<file path="src/rtl/main_control_fsm.sv">
// Multicycle main control unit: walks each instruction through fetch, decode, execute,
// memory and writeback, with a bounded wait on variable-latency memory.
module main_control_fsm #(
    parameter int MAX_WAIT = 15,
    parameter int CNT_W    = 32
) (
    input  logic             clk,
    input  logic             reset_n,
    input  logic [4:0]       opcode,
    input  logic [1:0]       instructionType,
    input  logic             zero,
    input  logic             mem_ready,
    output logic             pc_write,
    output logic             pc_write_cond,
    output logic [1:0]       pc_source,
    output logic             ir_write,
    output logic             mem_read,
    output logic             mem_write,
    output logic             i_or_d,
    output logic             reg_write,
    output logic             mem_to_reg,
    output logic             alu_src_a,
    output logic [1:0]       alu_src_b,
    output logic             alu_op_sel,
    output logic             illegal_instr,
    output logic             mem_timeout,
    output logic [3:0]       state,
    output logic [CNT_W-1:0] retired
);

    localparam int WAIT_W = (MAX_WAIT > 1) ? $clog2(MAX_WAIT) : 1;

    typedef enum logic [3:0] {
        S_FETCH  = 4'd0,
        S_DECODE = 4'd1,
        S_EXEC   = 4'd2,
        S_ADDR   = 4'd3,
        S_MEMRD  = 4'd4,
        S_MEMWR  = 4'd5,
        S_WB_ALU = 4'd6,
        S_WB_MEM = 4'd7,
        S_BRANCH = 4'd8,
        S_JUMP   = 4'd9,
        S_TRAP   = 4'd10
    } state_t;

    state_t             state_q, state_d;
    logic [WAIT_W-1:0]  wait_q, wait_d;
    logic               is_sw_q, is_sw_d;
    logic [CNT_W-1:0]   retired_q;
    logic               retire, trap_ill, trap_to, exec_imm, waiting;
    logic [1:0]         alu_src_b_d, pc_source_d;

    logic fetch_q, mem_read_q, mem_write_q, i_or_d_q, reg_write_q, mem_to_reg_q;
    logic alu_src_a_q, alu_op_sel_q, pc_write_q, pc_write_cond_q, illegal_q, timeout_q;
    logic [1:0] alu_src_b_q, pc_source_q;

    // The zero flag steers the PC through pc_write_cond outside this block.
    logic unused_zero;
    assign unused_zero = zero;

    always_comb begin
        state_d  = state_q;
        wait_d   = wait_q;
        is_sw_d  = is_sw_q;
        retire   = 1'b0;
        trap_ill = 1'b0;
        trap_to  = 1'b0;
        exec_imm = 1'b0;
        waiting  = (state_q == S_FETCH) || (state_q == S_MEMRD) || (state_q == S_MEMWR);

        case (state_q)
            S_FETCH: if (mem_ready) state_d = S_DECODE;
            S_DECODE: begin
                is_sw_d = (opcode == 5'd3);
                case (instructionType)
                    2'b00, 2'b11: begin
                        if (opcode <= 5'd3) state_d = S_EXEC;
                        else begin state_d = S_TRAP; trap_ill = 1'b1; end
                    end
                    2'b01: begin
                        case (opcode)
                            5'd0, 5'd1: begin state_d = S_EXEC; exec_imm = 1'b1; end
                            5'd2, 5'd3: state_d = S_ADDR;
                            5'd4:       state_d = S_BRANCH;
                            default:    begin state_d = S_TRAP; trap_ill = 1'b1; end
                        endcase
                    end
                    default: begin
                        if (opcode == 5'd0) state_d = S_JUMP;
                        else begin state_d = S_TRAP; trap_ill = 1'b1; end
                    end
                endcase
            end
            S_EXEC:  state_d = S_WB_ALU;
            S_ADDR:  state_d = is_sw_q ? S_MEMWR : S_MEMRD;
            S_MEMRD: if (mem_ready) state_d = S_WB_MEM;
            S_MEMWR: if (mem_ready) begin state_d = S_FETCH; retire = 1'b1; end
            S_WB_ALU, S_WB_MEM, S_BRANCH, S_JUMP: begin
                state_d = S_FETCH;
                retire  = 1'b1;
            end
            default: state_d = S_FETCH;
        endcase

        // Last wait cycle without mem_ready traps; a same-cycle mem_ready wins above.
        if (waiting && !mem_ready) begin
            if (wait_q == WAIT_W'(MAX_WAIT - 1)) begin
                state_d = S_TRAP;
                trap_to = 1'b1;
            end else begin
                wait_d = wait_q + WAIT_W'(1);
            end
        end
        if ((state_d != state_q) &&
            ((state_d == S_FETCH) || (state_d == S_MEMRD) || (state_d == S_MEMWR)))
            wait_d = '0;

        case (state_d)
            S_DECODE: alu_src_b_d = 2'b11;
            S_EXEC:   alu_src_b_d = exec_imm ? 2'b10 : 2'b00;
            S_ADDR:   alu_src_b_d = 2'b10;
            default:  alu_src_b_d = 2'b00;
        endcase
        case (state_d)
            S_BRANCH: pc_source_d = 2'b01;
            S_JUMP:   pc_source_d = 2'b10;
            default:  pc_source_d = 2'b00;
        endcase
    end

    // Outputs are registered from the next state; the reset image holds FETCH's
    // controls so the first cycle after release already requests the fetch.
    always_ff @(posedge clk or negedge reset_n) begin
        if (!reset_n) begin
            state_q         <= S_FETCH;
            wait_q          <= '0;
            is_sw_q         <= 1'b0;
            retired_q       <= '0;
            fetch_q         <= 1'b1;
            mem_read_q      <= 1'b1;
            mem_write_q     <= 1'b0;
            i_or_d_q        <= 1'b0;
            reg_write_q     <= 1'b0;
            mem_to_reg_q    <= 1'b0;
            alu_src_a_q     <= 1'b0;
            alu_src_b_q     <= 2'b00;
            alu_op_sel_q    <= 1'b0;
            pc_write_q      <= 1'b0;
            pc_write_cond_q <= 1'b0;
            pc_source_q     <= 2'b00;
            illegal_q       <= 1'b0;
            timeout_q       <= 1'b0;
        end else begin
            state_q         <= state_d;
            wait_q          <= wait_d;
            is_sw_q         <= is_sw_d;
            if (retire) retired_q <= retired_q + CNT_W'(1);
            fetch_q         <= (state_d == S_FETCH);
            mem_read_q      <= (state_d == S_FETCH) || (state_d == S_MEMRD);
            mem_write_q     <= (state_d == S_MEMWR);
            i_or_d_q        <= (state_d == S_MEMRD) || (state_d == S_MEMWR);
            reg_write_q     <= (state_d == S_WB_ALU) || (state_d == S_WB_MEM);
            mem_to_reg_q    <= (state_d == S_WB_MEM);
            alu_src_a_q     <= (state_d == S_EXEC) || (state_d == S_ADDR) || (state_d == S_BRANCH);
            alu_src_b_q     <= alu_src_b_d;
            alu_op_sel_q    <= (state_d == S_EXEC) || (state_d == S_BRANCH);
            pc_write_q      <= (state_d == S_JUMP);
            pc_write_cond_q <= (state_d == S_BRANCH);
            pc_source_q     <= pc_source_d;
            illegal_q       <= trap_ill;
            timeout_q       <= trap_to;
        end
    end

    // Fetch completion controls follow mem_ready in the same cycle.
    assign ir_write      = reset_n & fetch_q & mem_ready;
    assign pc_write      = reset_n & (pc_write_q | (fetch_q & mem_ready));
    assign alu_src_b     = !reset_n ? 2'b00 : ((fetch_q && mem_ready) ? 2'b01 : alu_src_b_q);
    assign mem_read      = reset_n & mem_read_q;
    assign mem_write     = reset_n & mem_write_q;
    assign i_or_d        = reset_n & i_or_d_q;
    assign reg_write     = reset_n & reg_write_q;
    assign mem_to_reg    = reset_n & mem_to_reg_q;
    assign alu_src_a     = reset_n & alu_src_a_q;
    assign alu_op_sel    = reset_n & alu_op_sel_q;
    assign pc_write_cond = reset_n & pc_write_cond_q;
    assign pc_source     = reset_n ? pc_source_q : 2'b00;
    assign illegal_instr = reset_n & illegal_q;
    assign mem_timeout   = reset_n & timeout_q;
    assign state         = state_q;
    assign retired       = retired_q;

endmodule

</file>
<file path="config.mk">
export PLATFORM = sky130hd
export DESIGN_NAME = main_control_fsm
export DESIGN_NICKNAME = d
export VERILOG_FILES = /design/src/rtl/main_control_fsm.sv
export SDC_FILE = /design/constraint.sdc
export NUM_CORES = 1
export LEC_CHECK = 0
export ABC_AREA = 0
export CAP_MARGIN = 20
export CORE_MARGIN = 3
export CORE_UTILIZATION = 45
export DETAILED_ROUTE_END_ITERATION = 12
export PLACE_DENSITY = 0.79
export SLEW_MARGIN = 20
export SYNTH_ARGS = -nofsm -noshare
export SYNTH_HDL_FRONTEND = slang
export SYNTH_SLANG_ARGS = --single-unit
</file>
<file path="constraint.sdc">
create_clock -name clk -period 2.1 [get_ports clk]
set_input_delay 0.42 -clock clk [delete_from_list [all_inputs] [get_ports clk]]
set_output_delay 0.42 -clock clk [all_outputs]
set_load 0.02 [all_outputs]
</file>
# Word-level counts from Yosys, hierarchy flattened
# Cells that the tools add are included.
dict set report classes {
  n_reduce_logical 24
  magnitude_cmp 1
  n_mul 0
  mux 32
  div 0
  addsub 2
  eq_ne 27
  shift 0
  bitwise 15
}
# cell n
set op_table {}
lappend op_table {{$mux W4} 9}
lappend op_table {{$add A32 B1 Y32 const B} 1}
lappend op_table {{$eq A4 B3 Y1 const B} 8}
lappend op_table {{$pmux W4 S6} 1}
lappend op_table {{$eq A4 B4 Y1 const B} 5}
lappend op_table {{$eq A4 B2 Y1 const B} 4}
lappend op_table {{$and A1 B1 Y1} 14}
lappend op_table {{$pmux W4 S3} 1}
lappend op_table {{$mux W1} 11}
lappend op_table {{$eq A5 B2 Y1 const B} 2}
lappend op_table {{$mux W2} 5}
lappend op_table {{$logic_or A1 B1 Y1} 9}
lappend op_table {{$eq A4 B1 Y1 const B} 2}
lappend op_table {{$logic_not A4 Y1} 2}
lappend op_table {{$pmux W4 S2} 1}
lappend op_table {{$pmux W2 S3} 1}
lappend op_table {{$reduce_or A2 Y1} 3}
lappend op_table {{$eq A5 B1 Y1 const B} 1}
lappend op_table {{$eq A5 B3 Y1 const B} 1}
lappend op_table {{$le A5 B2 Y1 const B} 1}
lappend op_table {{$logic_not A5 Y1} 1}
lappend op_table {{$reduce_or A5 Y1} 1}
lappend op_table {{$add A4 B1 Y4 const B} 1}
lappend op_table {{$ne A4 B4 Y1} 1}
lappend op_table {{other kinds (12)} 15}
dict set report totals {
  n_memories 0
  rom_bits 0
  latchBits 0
  regBits 57
  ram_bits 0
}

# Longest topological paths before layout
dict set report logic_depth {
  depth_word 13
  depth_mapped 8
  mapped_depth_nobuf 8
}

# Worst setup path before layout
# Ideal clock, no wire load.
dict set report synth_timing {
  path_type {register -> register}
  from {register state_q[1] (netlist: state[1])}
  to {register wait_q[3]}
  stages_incl_launch_ff 8
  t_arrival_ns 2.110
  path_slack_ns -0.136
  path_cell_list {dfrtp_1 -> buf_6 -> or4b_4 -> nor4_4 -> a22oi_4 -> nand2_2 -> o211ai_2 -> a221o_1}
}
dict set report synth_via {
  elab_chain_cells 11
}
# element line
set synth_rtl {}
lappend synth_rtl {{from (decl)} 47} ;# state_t state_q, state_d;
lappend synth_rtl {{from (signal assigned)} 155} ;# state_q <= state_d;
lappend synth_rtl {{parallel branches: the longest is 11 deep, another holds $pmux W4 S6} --}
lappend synth_rtl {{to (signal assigned)} 156} ;# wait_q <= wait_d;
lappend synth_rtl {{to (decl)} 48} ;# logic [WAIT_W-1:0] wait_q, wait_d;
# Several ways; the timed one is not identified.
# A chain may end at the register's enable or synchronous reset.

# Worst setup path in the final report
dict set report layout_timing {
  from {register state_q[0] (netlist: state[0])}
  to {register wait_q[3]}
}
# The elaborated chain is that of the path after synthesis.

==> reports/metrics.yaml <==
outcome: "completed"
max_cap_violations: 0
grt_max_degree: 35
clock_latency_ps: 310
grt_use_total_pct: 18.8
synth.yosys.seq_area_share_pct: 50.6
busiest_layer: "met2"
clkTransAtPathRegs_ps: 100
worstPathArrival_ps: 2290
hpwl_um: 4980
worstMarginPinSlew_ps: 435
place_inst: 421
skew_ps: 7.49
vias_per_cell: 5.37
die_h_um: 84.5
ctsHoldBuffers: 0
synthArstFlopShare_pct: 100
use_met1_pct: 23.1
ys_types: 51
synthTopCellsByArea: "dfrtp_1, xnor2_1, xor2_1"
internal-power_mw: 2.69
period_share_pct: 99.7
hold_ws_ps: 33.9
path_class: "flip-flop to flip-flop"
die_area_um2: 7140
fin_crit_ps: 2090
synth_top_area_share_pct: 48.7
drc: 0
core-area_um2: 5740
cts_tree: "yes"
cp-start-kind: "flip-flop"
ios: 63
wl_um: 6820
cellLeakagePower_nw: 1.86
cts.path.max_buffers: 2
timing.fmax_mhz: 478
final_nets: 379
finalHoldViolations: 0
setup_viol: 0
std_cell_rows: 27
antenna_left: 0
endpoint_kind: "flip-flop"
drt-initial-drc-count: 85
netlist_area_um2: 2770
p_seq_share_pct: 34.1
combPwrFrac_pct: 49.5
use_met3_pct: 3.83
synth_cells: 254
first_pass_iters: 5
grt_pass1_vias: 2307
syn_to_final_growth_pct: 44.2
cts_sinks: 56
antenna_found_initial: 0
layout-drive-gt1-share_pct: 23.9
finalMaxSlewViolations: 0
cts_buffers: 5
ys_warn_count: 0
stdcell_count: 436
avgSynthCellArea_um2: 10.9
htreeDepth: 2
rsz0062_at_grt: "true"
crit_fanout: 5
cts_root_buf: "clkbuf_8"
clock_power_share_pct: 16.4
routedWlPerCell_um: 15.6
relSlewSlack_pct: 70.9
sw_frac_of_total_pct: 36.6
critical_path_required_ps: 2300
power.density_nw_per_um2: 1060
grt_overflow: 0
port_buffers: 61
yosys.area.top_type: "dfrtp_1"
antenna_cells: 0
vias: 2341
p_sw_mw: 1.55
syn-num-nets: 270
ys_seq_elements: 56
initial_core_util_pct: 48.3
hp-class: "input pin to asynchronous set/reset pin"
place_congestion: 0.822
die_x_um: 84.5
grt_first_pass_wirelength_um: 10900
synth_edf_count: 0
synthFlopType: "dfrtp_1"
peakVddDrop_v: 0.000692
grt.met2_usage_pct: 33.3
==> cell families after synthesis <==
group                      after synthesis  synth area share [%]
muxes                                    2                 0.812
DFF                                     56                  50.6
and+or+nand+nor                        118                  24.8
AOI/OAI and AO/OA                       25                  7.98
xor gates and xnor gates                32                  10.8
buffers and inverters                   16                  2.80
adders and majority gates                5                  2.26
==> through the flow <==
step	worst slack, ps	TNS (ps)	power (mW)	util, %	area [um2]
after floorplan	-113	-262	2.55	-	2780
after global placement	-367	-11220	3.29	65.3	3750
after detailed placement	-408	-13010	3.35	65.3	3750
after CTS	0.718	0	4.09	67.8	3890
after global routing	-79.1	-283	4.48	69.7	4000
final	6.68	0	4.24	69.7	4000
==> synth_stat cells, types with 4 or more instances <==
cell type and count:
and4_1 4, inv_1 8, and2_1 19, xor2_1 14, ha_1 5, nand4_1 5, xnor2_1 17, nor2_1 15
nand2b_1 5, nand2_1 18, nor4_1 6, nand3_1 14, nor3_1 9, and3_1 4, dfrtp_1 54
==> critical path, stage by stage (launching register included) <==
cell	delay (ps)
dfrtp_1	440
buf_4	190
nor4bb_1	130
a311o_1	310
a22oi_4	280
buf_4	180
o211ai_4	90
a221o_1	360
==> final cells by class <==
class                   instances  area, um2
clock buffers                   6       72.6
repair buffers                110        987
multi-input cells             182       1380
clock inverters                 2       35.0
inverters                       8       30.0
flip-flops and latches         56       1410
well taps                      72       90.1
fillers                       439       1740
==> power groups by stage <==
stage	Clock [mW]	Combinational (mW)	Sequential, mW
floorplan	0	0.984	1.57
global placement	0	1.82	1.46
detailed placement	0	1.87	1.48
CTS	0.699	1.94	1.45
global route	0.740	2.26	1.48
finish	0.696	2.10	1.45
==> placed cells by master (no fill, tap or decap), types with 4 or more instances in the layout <==
cell type and count:
dfrtp_1 53, nor2_1 14, xor2_1 14, inv_1 7, nor3_1 7, xnor2_1 17
dlygate4sd2_1 4, nand2b_1 5, buf_4 47, nand4_1 5, nand2_1 17, and4_1 4
and2_1 19, and3_1 4, clkdlybuf4s50_1 55, nand3_1 14, clkbuf_8 5
==> layer usage <==
metal | vias to the layer above | part of all wire (%)
met5 | - | 0
li1 | 1103 | -
met4 | 0 | 1.7
met1 | 1144 | 42
met3 | 14 | 4.0
met2 | 80 | 52
==> registers in the layout, indices dropped and copies added, names as in the netlist, 2 cells and up <==
signal       count
state            4
retired         32
alu_src_b_q      2
wait_q           4
pc_source_q      2
==> what timing repair did <==
item | CTS | global route
setup buffers | 2 | 5
endpoints found under the setup margin | 19 | 15
pin swaps | 3 | 7
resized for setup | 9 | 15
==> path summary, 6_finish.rpt <==
kind / start / end / slack (ps) / cells past startpoint
max: state[0]$_DFF_PN0_ / wait_q[3]$_DFFE_PN0P_ / 7 / 7
min: reset_n / retired[6]$_DFFE_PN0P_ / 30 / 2
max reg2reg: state[0]$_DFF_PN0_ / wait_q[3]$_DFFE_PN0P_ / 7 / 7
min reg2reg: retired[31]$_DFFE_PN0P_ / retired[31]$_DFFE_PN0P_ / 470 / 1
max in group asynchronous: reset_n / retired[17]$_DFFE_PN0P_ / 1440 / 3
min in group clk: retired[31]$_DFFE_PN0P_ / retired[31]$_DFFE_PN0P_ / 470 / 1
Note: power is estimated with default switching activity, not from simulation.
